`src/rtl/irq_sequencer_pkg.sv`:
```
// irq_sequencer_pkg: shared FSM states, CSR addresses and field positions for the interrupt sequencer.
package irq_pkg;
  typedef enum logic [1:0] {IDLE, TAKE, IN_ISR} state_t;
  localparam logic [11:0] CSR_MSTATUS  = 12'h300;
  localparam logic [11:0] CSR_MEPC     = 12'h341;
  localparam logic [11:0] CSR_LAT_LAST = 12'h7C0;
  localparam logic [11:0] CSR_LAT_MAX  = 12'h7C1;
  localparam int MIE_BIT  = 3;
  localparam int MPIE_BIT = 7;
  localparam int LAT_W    = 16;
endpackage

```
`src/rtl/irq_sequencer_if.sv`:
```
// irq_sequencer_if: controller handshake, commit boundary and CSR bus between core and irq_sequencer.
interface irq_sequencer_if #(parameter int XLEN = 32, parameter int CSR_AW = 12);
  logic              IRQ;
  logic [XLEN-1:0]   isr_addr;
  logic              IACK;
  logic              instr_commit;
  logic [XLEN-1:0]   pc_next;
  logic              mret;
  logic              csr_we;
  logic [CSR_AW-1:0] csr_addr;
  logic [XLEN-1:0]   csr_wdata;
  logic [XLEN-1:0]   csr_rdata;
  logic              pc_redirect;
  logic [XLEN-1:0]   pc_target;
  logic              irq_stall;
  logic              in_isr;
  modport master (output IRQ, isr_addr, instr_commit, pc_next, mret, csr_we, csr_addr, csr_wdata,
                  input IACK, csr_rdata, pc_redirect, pc_target, irq_stall, in_isr);
  modport slave  (input IRQ, isr_addr, instr_commit, pc_next, mret, csr_we, csr_addr, csr_wdata,
                  output IACK, csr_rdata, pc_redirect, pc_target, irq_stall, in_isr);
endinterface

```
`src/rtl/irq_sequencer_csr_file.sv`:
```
// irq_csr_file: mstatus.MIE/MPIE and mepc storage with read mux; interrupt take drops same-cycle writes.
// Optional IRQ_LATENCY_CNT_EN adds the IRQ-to-take latency counter at 0x7C0/0x7C1.
module irq_csr_file
  import irq_pkg::*;
#(
  parameter int XLEN   = 32,
  parameter int CSR_AW = 12
) (
  input  logic              clk,
  input  logic              rst,
  input  logic              i_take,
  input  logic              i_mret,
  input  logic [XLEN-1:0]   i_pc_next,
  input  logic              i_we,
  input  logic [CSR_AW-1:0] i_addr,
  input  logic [XLEN-1:0]   i_wdata,
`ifdef IRQ_LATENCY_CNT_EN
  input  logic              i_idle_irq,
`endif
  output logic [XLEN-1:0]   o_rdata,
  output logic              o_mie,
  output logic [XLEN-1:0]   o_mepc
);
  logic            r_mie, r_mpie;
  logic [XLEN-1:0] r_mepc, w_mstatus;
  logic            w_we, w_ms_we, w_mepc_we;
  assign w_we      = i_we && !i_take;
  assign w_ms_we   = w_we && i_addr == CSR_MSTATUS;
  assign w_mepc_we = w_we && i_addr == CSR_MEPC;
  assign o_mie     = r_mie;
  assign o_mepc    = r_mepc;
  always_ff @(posedge clk or negedge rst) begin
    if (!rst) begin
      r_mie  <= 1'b0;
      r_mpie <= 1'b0;
      r_mepc <= '0;
    end else begin
      r_mepc <= i_take ? (i_pc_next & ~XLEN'(3)) : w_mepc_we ? (i_wdata & ~XLEN'(3)) : r_mepc;
      r_mie  <= i_take ? 1'b0 : i_mret ? r_mpie : w_ms_we ? i_wdata[MIE_BIT] : r_mie;
      r_mpie <= i_take ? r_mie : i_mret ? 1'b1 : w_ms_we ? i_wdata[MPIE_BIT] : r_mpie;
    end
  end
`ifdef IRQ_LATENCY_CNT_EN
  logic [LAT_W-1:0] r_cnt, r_lat_last, r_lat_max;
  always_ff @(posedge clk or negedge rst) begin
    if (!rst) begin
      r_cnt      <= '0;
      r_lat_last <= '0;
      r_lat_max  <= '0;
    end else begin
      r_cnt <= (i_take || !i_idle_irq) ? '0 : (&r_cnt ? r_cnt : r_cnt + 1'b1);
      if (i_take) begin
        r_lat_last <= r_cnt;
        if (r_cnt > r_lat_max) r_lat_max <= r_cnt;
      end else if (w_we && i_addr == CSR_LAT_MAX) r_lat_max <= '0;
    end
  end
`endif
  always_comb begin
    w_mstatus           = '0;
    w_mstatus[MIE_BIT]  = r_mie;
    w_mstatus[MPIE_BIT] = r_mpie;
    o_rdata = i_addr == CSR_MSTATUS  ? w_mstatus :
              i_addr == CSR_MEPC     ? r_mepc :
`ifdef IRQ_LATENCY_CNT_EN
              i_addr == CSR_LAT_LAST ? XLEN'(r_lat_last) :
              i_addr == CSR_LAT_MAX  ? XLEN'(r_lat_max) :
`endif
              '0;
  end
endmodule

```
`src/rtl/irq_sequencer.sv`:
```
// irq_sequencer: takes pending interrupts at commit boundaries, acknowledges, redirects fetch and handles MRET.
// Optional macro IRQ_LATENCY_CNT_EN enables the interrupt latency counter CSRs.
module irq_sequencer
  import irq_pkg::*;
#(
  parameter int XLEN   = 32,
  parameter int CSR_AW = 12
) (
  input logic clk,
  input logic rst,
  irq_sequencer_if.slave bus
);
  state_t          r_state, w_state_n;
  logic [XLEN-1:0] r_isr_q, w_mepc;
  logic            w_take, w_mret, w_mie;
  assign w_take = r_state == IDLE && bus.IRQ && w_mie && bus.instr_commit && !bus.mret;
  // Commit is stalled during TAKE, so an MRET there cannot retire.
  assign w_mret = rst && bus.instr_commit && bus.mret && r_state != TAKE;
  always_comb begin
    w_state_n = r_state;
    w_state_n = r_state == TAKE ? IN_ISR :
                w_take ? TAKE :
                (r_state == IN_ISR && w_mret) ? IDLE : r_state;
  end
  assign bus.IACK        = r_state == TAKE;
  assign bus.irq_stall   = r_state == TAKE;
  assign bus.in_isr      = r_state == IN_ISR;
  assign bus.pc_redirect = r_state == TAKE || w_mret;
  assign bus.pc_target   = r_state == TAKE ? r_isr_q : w_mret ? w_mepc : '0;
  always_ff @(posedge clk or negedge rst) begin
    if (!rst) begin
      r_state <= IDLE;
      r_isr_q <= '0;
    end else begin
      r_state <= w_state_n;
      r_isr_q <= w_take ? bus.isr_addr : r_isr_q;
    end
  end
  irq_csr_file #(.XLEN(XLEN), .CSR_AW(CSR_AW)) u_csr (
    .clk        (clk),
    .rst        (rst),
    .i_take     (w_take),
    .i_mret     (w_mret),
    .i_pc_next  (bus.pc_next),
    .i_we       (bus.csr_we),
    .i_addr     (bus.csr_addr),
    .i_wdata    (bus.csr_wdata),
`ifdef IRQ_LATENCY_CNT_EN
    .i_idle_irq (r_state == IDLE && bus.IRQ),
`endif
    .o_rdata    (bus.csr_rdata),
    .o_mie      (w_mie),
    .o_mepc     (w_mepc)
  );
endmodule
```
`src/flat_wrapper.sv`:
```
// flat-port wrapper written by rule: the top's interface ports become plain ports
module irq_sequencer_flat import irq_pkg::*;
#(
  parameter int XLEN   = 32,
  parameter int CSR_AW = 12
)
  (clk, rst, bus_IRQ, bus_isr_addr, bus_instr_commit, bus_pc_next, bus_mret, bus_csr_we, bus_csr_addr, bus_csr_wdata, bus_IACK, bus_csr_rdata, bus_pc_redirect, bus_pc_target, bus_irq_stall, bus_in_isr);
  irq_sequencer_if #(.XLEN(XLEN), .CSR_AW(CSR_AW)) bus_i ();
  input logic clk;
  input logic rst;
  input wire logic [$bits(bus_i.IRQ)-1:0] bus_IRQ;
  input wire logic [$bits(bus_i.isr_addr)-1:0] bus_isr_addr;
  input wire logic [$bits(bus_i.instr_commit)-1:0] bus_instr_commit;
  input wire logic [$bits(bus_i.pc_next)-1:0] bus_pc_next;
  input wire logic [$bits(bus_i.mret)-1:0] bus_mret;
  input wire logic [$bits(bus_i.csr_we)-1:0] bus_csr_we;
  input wire logic [$bits(bus_i.csr_addr)-1:0] bus_csr_addr;
  input wire logic [$bits(bus_i.csr_wdata)-1:0] bus_csr_wdata;
  output wire logic [$bits(bus_i.IACK)-1:0] bus_IACK;
  output wire logic [$bits(bus_i.csr_rdata)-1:0] bus_csr_rdata;
  output wire logic [$bits(bus_i.pc_redirect)-1:0] bus_pc_redirect;
  output wire logic [$bits(bus_i.pc_target)-1:0] bus_pc_target;
  output wire logic [$bits(bus_i.irq_stall)-1:0] bus_irq_stall;
  output wire logic [$bits(bus_i.in_isr)-1:0] bus_in_isr;
  assign bus_i.IRQ = bus_IRQ;
  assign bus_i.isr_addr = bus_isr_addr;
  assign bus_i.instr_commit = bus_instr_commit;
  assign bus_i.pc_next = bus_pc_next;
  assign bus_i.mret = bus_mret;
  assign bus_i.csr_we = bus_csr_we;
  assign bus_i.csr_addr = bus_csr_addr;
  assign bus_i.csr_wdata = bus_csr_wdata;
  assign bus_IACK = bus_i.IACK;
  assign bus_csr_rdata = bus_i.csr_rdata;
  assign bus_pc_redirect = bus_i.pc_redirect;
  assign bus_pc_target = bus_i.pc_target;
  assign bus_irq_stall = bus_i.irq_stall;
  assign bus_in_isr = bus_i.in_isr;
  irq_sequencer #(.XLEN(XLEN), .CSR_AW(CSR_AW)) u_core (.clk(clk), .rst(rst), .bus(bus_i));
endmodule
```
`config.mk`:
```
export PLATFORM = sky130hd
export DESIGN_NAME = irq_sequencer_flat
export DESIGN_NICKNAME = d
export VERILOG_FILES = /design/src/rtl/irq_sequencer_pkg.sv /design/src/rtl/irq_sequencer_if.sv /design/src/rtl/irq_sequencer_csr_file.sv /design/src/rtl/irq_sequencer.sv /design/src/flat_wrapper.sv
export SDC_FILE = /design/constraint.sdc
export NUM_CORES = 1
export LEC_CHECK = 0
export BUFFER_PORTS_ARGS = -buffer_cell sky130_fd_sc_hd__buf_2
export CAP_MARGIN = 10
export CORE_MARGIN = 10
export CORE_UTILIZATION = 44
export DETAILED_ROUTE_END_ITERATION = 10
export PLACE_DENSITY = 0.77
export SETUP_SLACK_MARGIN = 0.15
export SKIP_CTS_REPAIR_TIMING = 1
export SLEW_MARGIN = 0
export SYNTH_ARGS = -nofsm -noshare
export SYNTH_HDL_FRONTEND = slang
export SYNTH_HIERARCHICAL = 1
export SYNTH_SLANG_ARGS = --single-unit
```
`constraint.sdc`:
```
create_clock -name clk -period 1.7 [get_ports clk]
set_input_delay 0.34 -clock clk [delete_from_list [all_inputs] [get_ports clk]]
set_output_delay 0.34 -clock clk [all_outputs]
set_load 0.01 [all_outputs]
```
==> summary.md <==
| Metric | Value |
|---|---|
| Outcome | finished with violations |
| Violated checks | setup timing |
| Fin cells | 743 |
| DP HPWL | 11370 microns |
| Switching share of total power | 34.95% |
| Worst Hold Class | in2reg |
| Drt pass-1 iters | 5 |
| Clk pwr share | 16.2% |
| Largest net degree at the start of global routing | 67 |
| R2R cell count | 6 |
| Worst skew pair latency | around 0.36 ns |
| WS Path Type | reg2out |
| Final setup viols | 112 |
| CP required | 1.36 ns |
| Reg area | 1653 sq um |
| Power Dens Cells | 1023 nW/um^2 |
| CTS Sinks | 66 |
| Final Util | 72.67% |
| Max_cap viols | 0 |
| GRT Util Overall | 19.81% |
| Reg clk slew, reported paths | roughly 0.07 ns |
| Via count of the first global-routing pass | 4337 |
| CTS tree | built |
| WHS Path Cells | 2 |
| Slowest cell delay on critical path | 0.40 ns |
| Measured slew at the worst slew-check pin | ~0.85 ns |
| Final Critical Period | about 2 ns |
| Flops & latches, synth | 66 |
| Worst r2r src | u_core/u_csr/o_mie$_DFFE_PN0P_ |
| CP Max Fanout | 21 |
| Starting Density | 45.10% |
| Reg-to-reg slack, setup | -0.08 ns |
| CP Capture Type | output port |
| Cell Rows | 36 |
| Switching power | 2.527 mW |
| Total CTS buffers | 9 |
| Drt first-iter violations | 468 |
| Fill cell count | approximately 660 |
| RSZ-0062 raised after global routing | true |
| Multi-input logic area | ~3000 sq um |
| Flop pwr share | 43.6% |
| Deepest clock path buffer count | 2 |
| Antenna violations before repair | 2 |
| IO Pins | 182 |
| H-tree depth reported by CTS | 3 |
| Die W | 119.9 microns |
| Placer Congestion | roughly 0.84 |
| R2R Path End | u_core/r_isr_q[12]$_DFFE_PN0P_ |
| Die Area | between 10000 and 15000 sq um |
| Port Buffers | 175 |
| Via density per instance | 6.105 |
| Mapped Cells | 404 |
| Global-route wire length before repair | 23050 microns |
| Slew headroom | 43.29% |
| Die height | 119.9 microns |
| Crit path cell chain | nor2b_4 -> nor2_4 -> buf_12 -> a22o_1 -> buf_6 |
| Average wire per standard cell | 24.56 microns |
| Fmax | 501.1 MHz |
| Pre-CTS WS | -0.1808 ns |
| Max VDD drop | 425.0 uV |
| DR vias | 4536 |
| Antenna Nets Post-Route | 0 |
| Layout area overhead | 61.13% |
| Yosys cell types | 38 |
| Synth Warn # | 6 |
| Slew Limit Fails | 0 |
| Part of the cycle the worst path needs | 117.4% |
| Data arrival time of the worst path | 1.66 ns |
| Hold Violations, Final | 0 |
| Mean post-synth cell area | 10.86 sq um |
| Critical Path Start | u_core/r_state[0]$_DFFE_PN0P_ |
| Post-synthesis cell area | 4388 sq um |
| Final WS setup | -0.2955 ns |
| Combinational power share | 40.2% |
| Seq/Total Area, Yosys | a little under two fifths |
| Setup Skew | 0.005974 ns |
| Layout cells sized above 1 | 65.95% |
| CTS Root Cell | clkbuf_8 |
| Critical Path Sink | bus_pc_target[22] |
| Crit start category | register |
| Total power | 7.231 mW |
| Core footprint | 9729 sq um |
| Leak | 3.179 nW |
| CP max-delay cell | dfrtp_2 |
| Internal power | 4.704 mW |
| Nets@finish | 720 |
| Placed Cells | 693 |
| DRC viols | 0 |
| WL final | 18250 microns |
| Overflow after GRT | 0 |
registers in the layout, summed over array words and instances, names as in the netlist:
signal               flops
u_core/r_isr_q          32
u_core/u_csr/o_mepc     30
u_core/r_state           2
u_core/u_csr/o_mie       1
u_core/u_csr/r_mpie      1
synth_stat cells, drive strengths merged:
cell type  count  area (sq um)
a21o           2         15.01
a21oi         30         150.1
a221oi         1         8.760
a22o          32         280.3
a22oi          2         15.01
a32oi          1         8.760
a41oi         31         271.5
and2          29         181.4
and4          31         271.5
buf           24         178.9
clkbuf        35         133.9
conb           1         3.750
dfrtp         66          1652
inv            2         7.510
mux2          32         360.3
nand2          1         3.750
nand2b         1         6.260
nand3          2         10.01
nand4          1         6.260
nand4b         1         8.760
nand4bb        1         11.26
nor2           4         17.52
nor2b         32         200.2
nor3           3         26.28
nor4           1         12.51
nor4bb         3         30.03
o41ai         32         490.5
or2            1         6.260
or3b           1         8.760
or4            1         11.26
layout by cell type, fill, tap and decap left out, types with 10 or more instances in the layout:
cell type,count
a21oi_1,25
buf_2,136
buf_4,32
nor2b_1,20
clkbuf_8,11
buf_12,11
dfrtp_1,65
a41oi_1,11
and4_1,30
a22o_1,32
nor2b_4,12
o41ai_2,28
a41oi_2,19
clkbuf_16,10
mux2_4,32
and2_4,28
buf_6,49
how the worst min path moves through the flow:
stage                                    from                              to  slack, ns
2_1_floorplan                             rst   u_core/r_isr_q[0]$_DFFE_PN0P_       0.04
3_3_place_gp   u_core/r_isr_q[18]$_DFFE_PN0P_  u_core/r_isr_q[18]$_DFFE_PN0P_       0.47
3_5_place_dp   u_core/r_isr_q[18]$_DFFE_PN0P_  u_core/r_isr_q[18]$_DFFE_PN0P_       0.48
4_1_cts                      bus_isr_addr[18]  u_core/r_isr_q[18]$_DFFE_PN0P_       0.20
5_1_grt                      bus_isr_addr[23]  u_core/r_isr_q[23]$_DFFE_PN0P_       0.21
6_report                     bus_isr_addr[12]  u_core/r_isr_q[12]$_DFFE_PN0P_       0.21
stage by stage:
stage                     TNS (ns)  instance area (sq um)  hold WS (ns)
after floorplan            -0.1595                   4623       0.04441
after global placement      -7.077                   5672        0.4713
after detailed placement    -8.604                   5672        0.4831
after CTS                   -15.59                   5831        0.2034
after global routing        -19.53                   7071        0.2127
final                       -14.81                   7071        0.2112
power groups by stage:
stage	Combinational [mW]	Clock [mW]	Sequential [mW]
floorplan	1.57	0	2.80
global placement	2.11	0	3.00
detailed placement	2.20	0	3.05
CTS	2.19	1.16	3.04
global route	3.08	1.24	3.20
finish	2.91	1.17	3.15
cell type report:
cell class              count  share of cell area [%]
multi-input cells         280                   42.28
repair buffers            247                   29.57
flip-flops and latches     66                   23.38
well taps                 133                   2.354
clock buffers              13                   2.247
inverters                   2                  0.1062
diodes                      2                 0.07078
critical path, delay by kind of cell (launching register included):
family / cells / cell delay (ns)
AO/OA/AOI/OAI: 1 / 0.20
buffers and inverters: 2 / 0.29
AND/OR/NAND/NOR: 2 / 0.39
flip-flops: 1 / 0.40
metal layers:
layer  share of wire [%]  vias up  wire (microns)  track usage [%]
met5                   0        -               0                0
met4                 2.5        0             464            7.617
met3                 8.6       43            1568            6.470
met2                  50      231            9169            32.43
met1                  39     2275            7045            23.69
li1                    -     1987               -                -
kinds of logic (layout without fill, tap and decap cells):
| family | Yosys count | in the layout | synth area share, % |
|---|---|---|---|
| AO/OA/AOI/OAI | 131 | 131 | 28.26 |
| buffers and inverters | 61 | 262 | 7.300 |
| flip-flops | 66 | 66 | 37.64 |
| multiplexers | 32 | 32 | 8.212 |
| other | 1 | 6 | 0.08546 |
| AND/OR/NAND/NOR | 113 | 113 | 18.51 |
No activity file was read; power rests on OpenSTA's default activity.
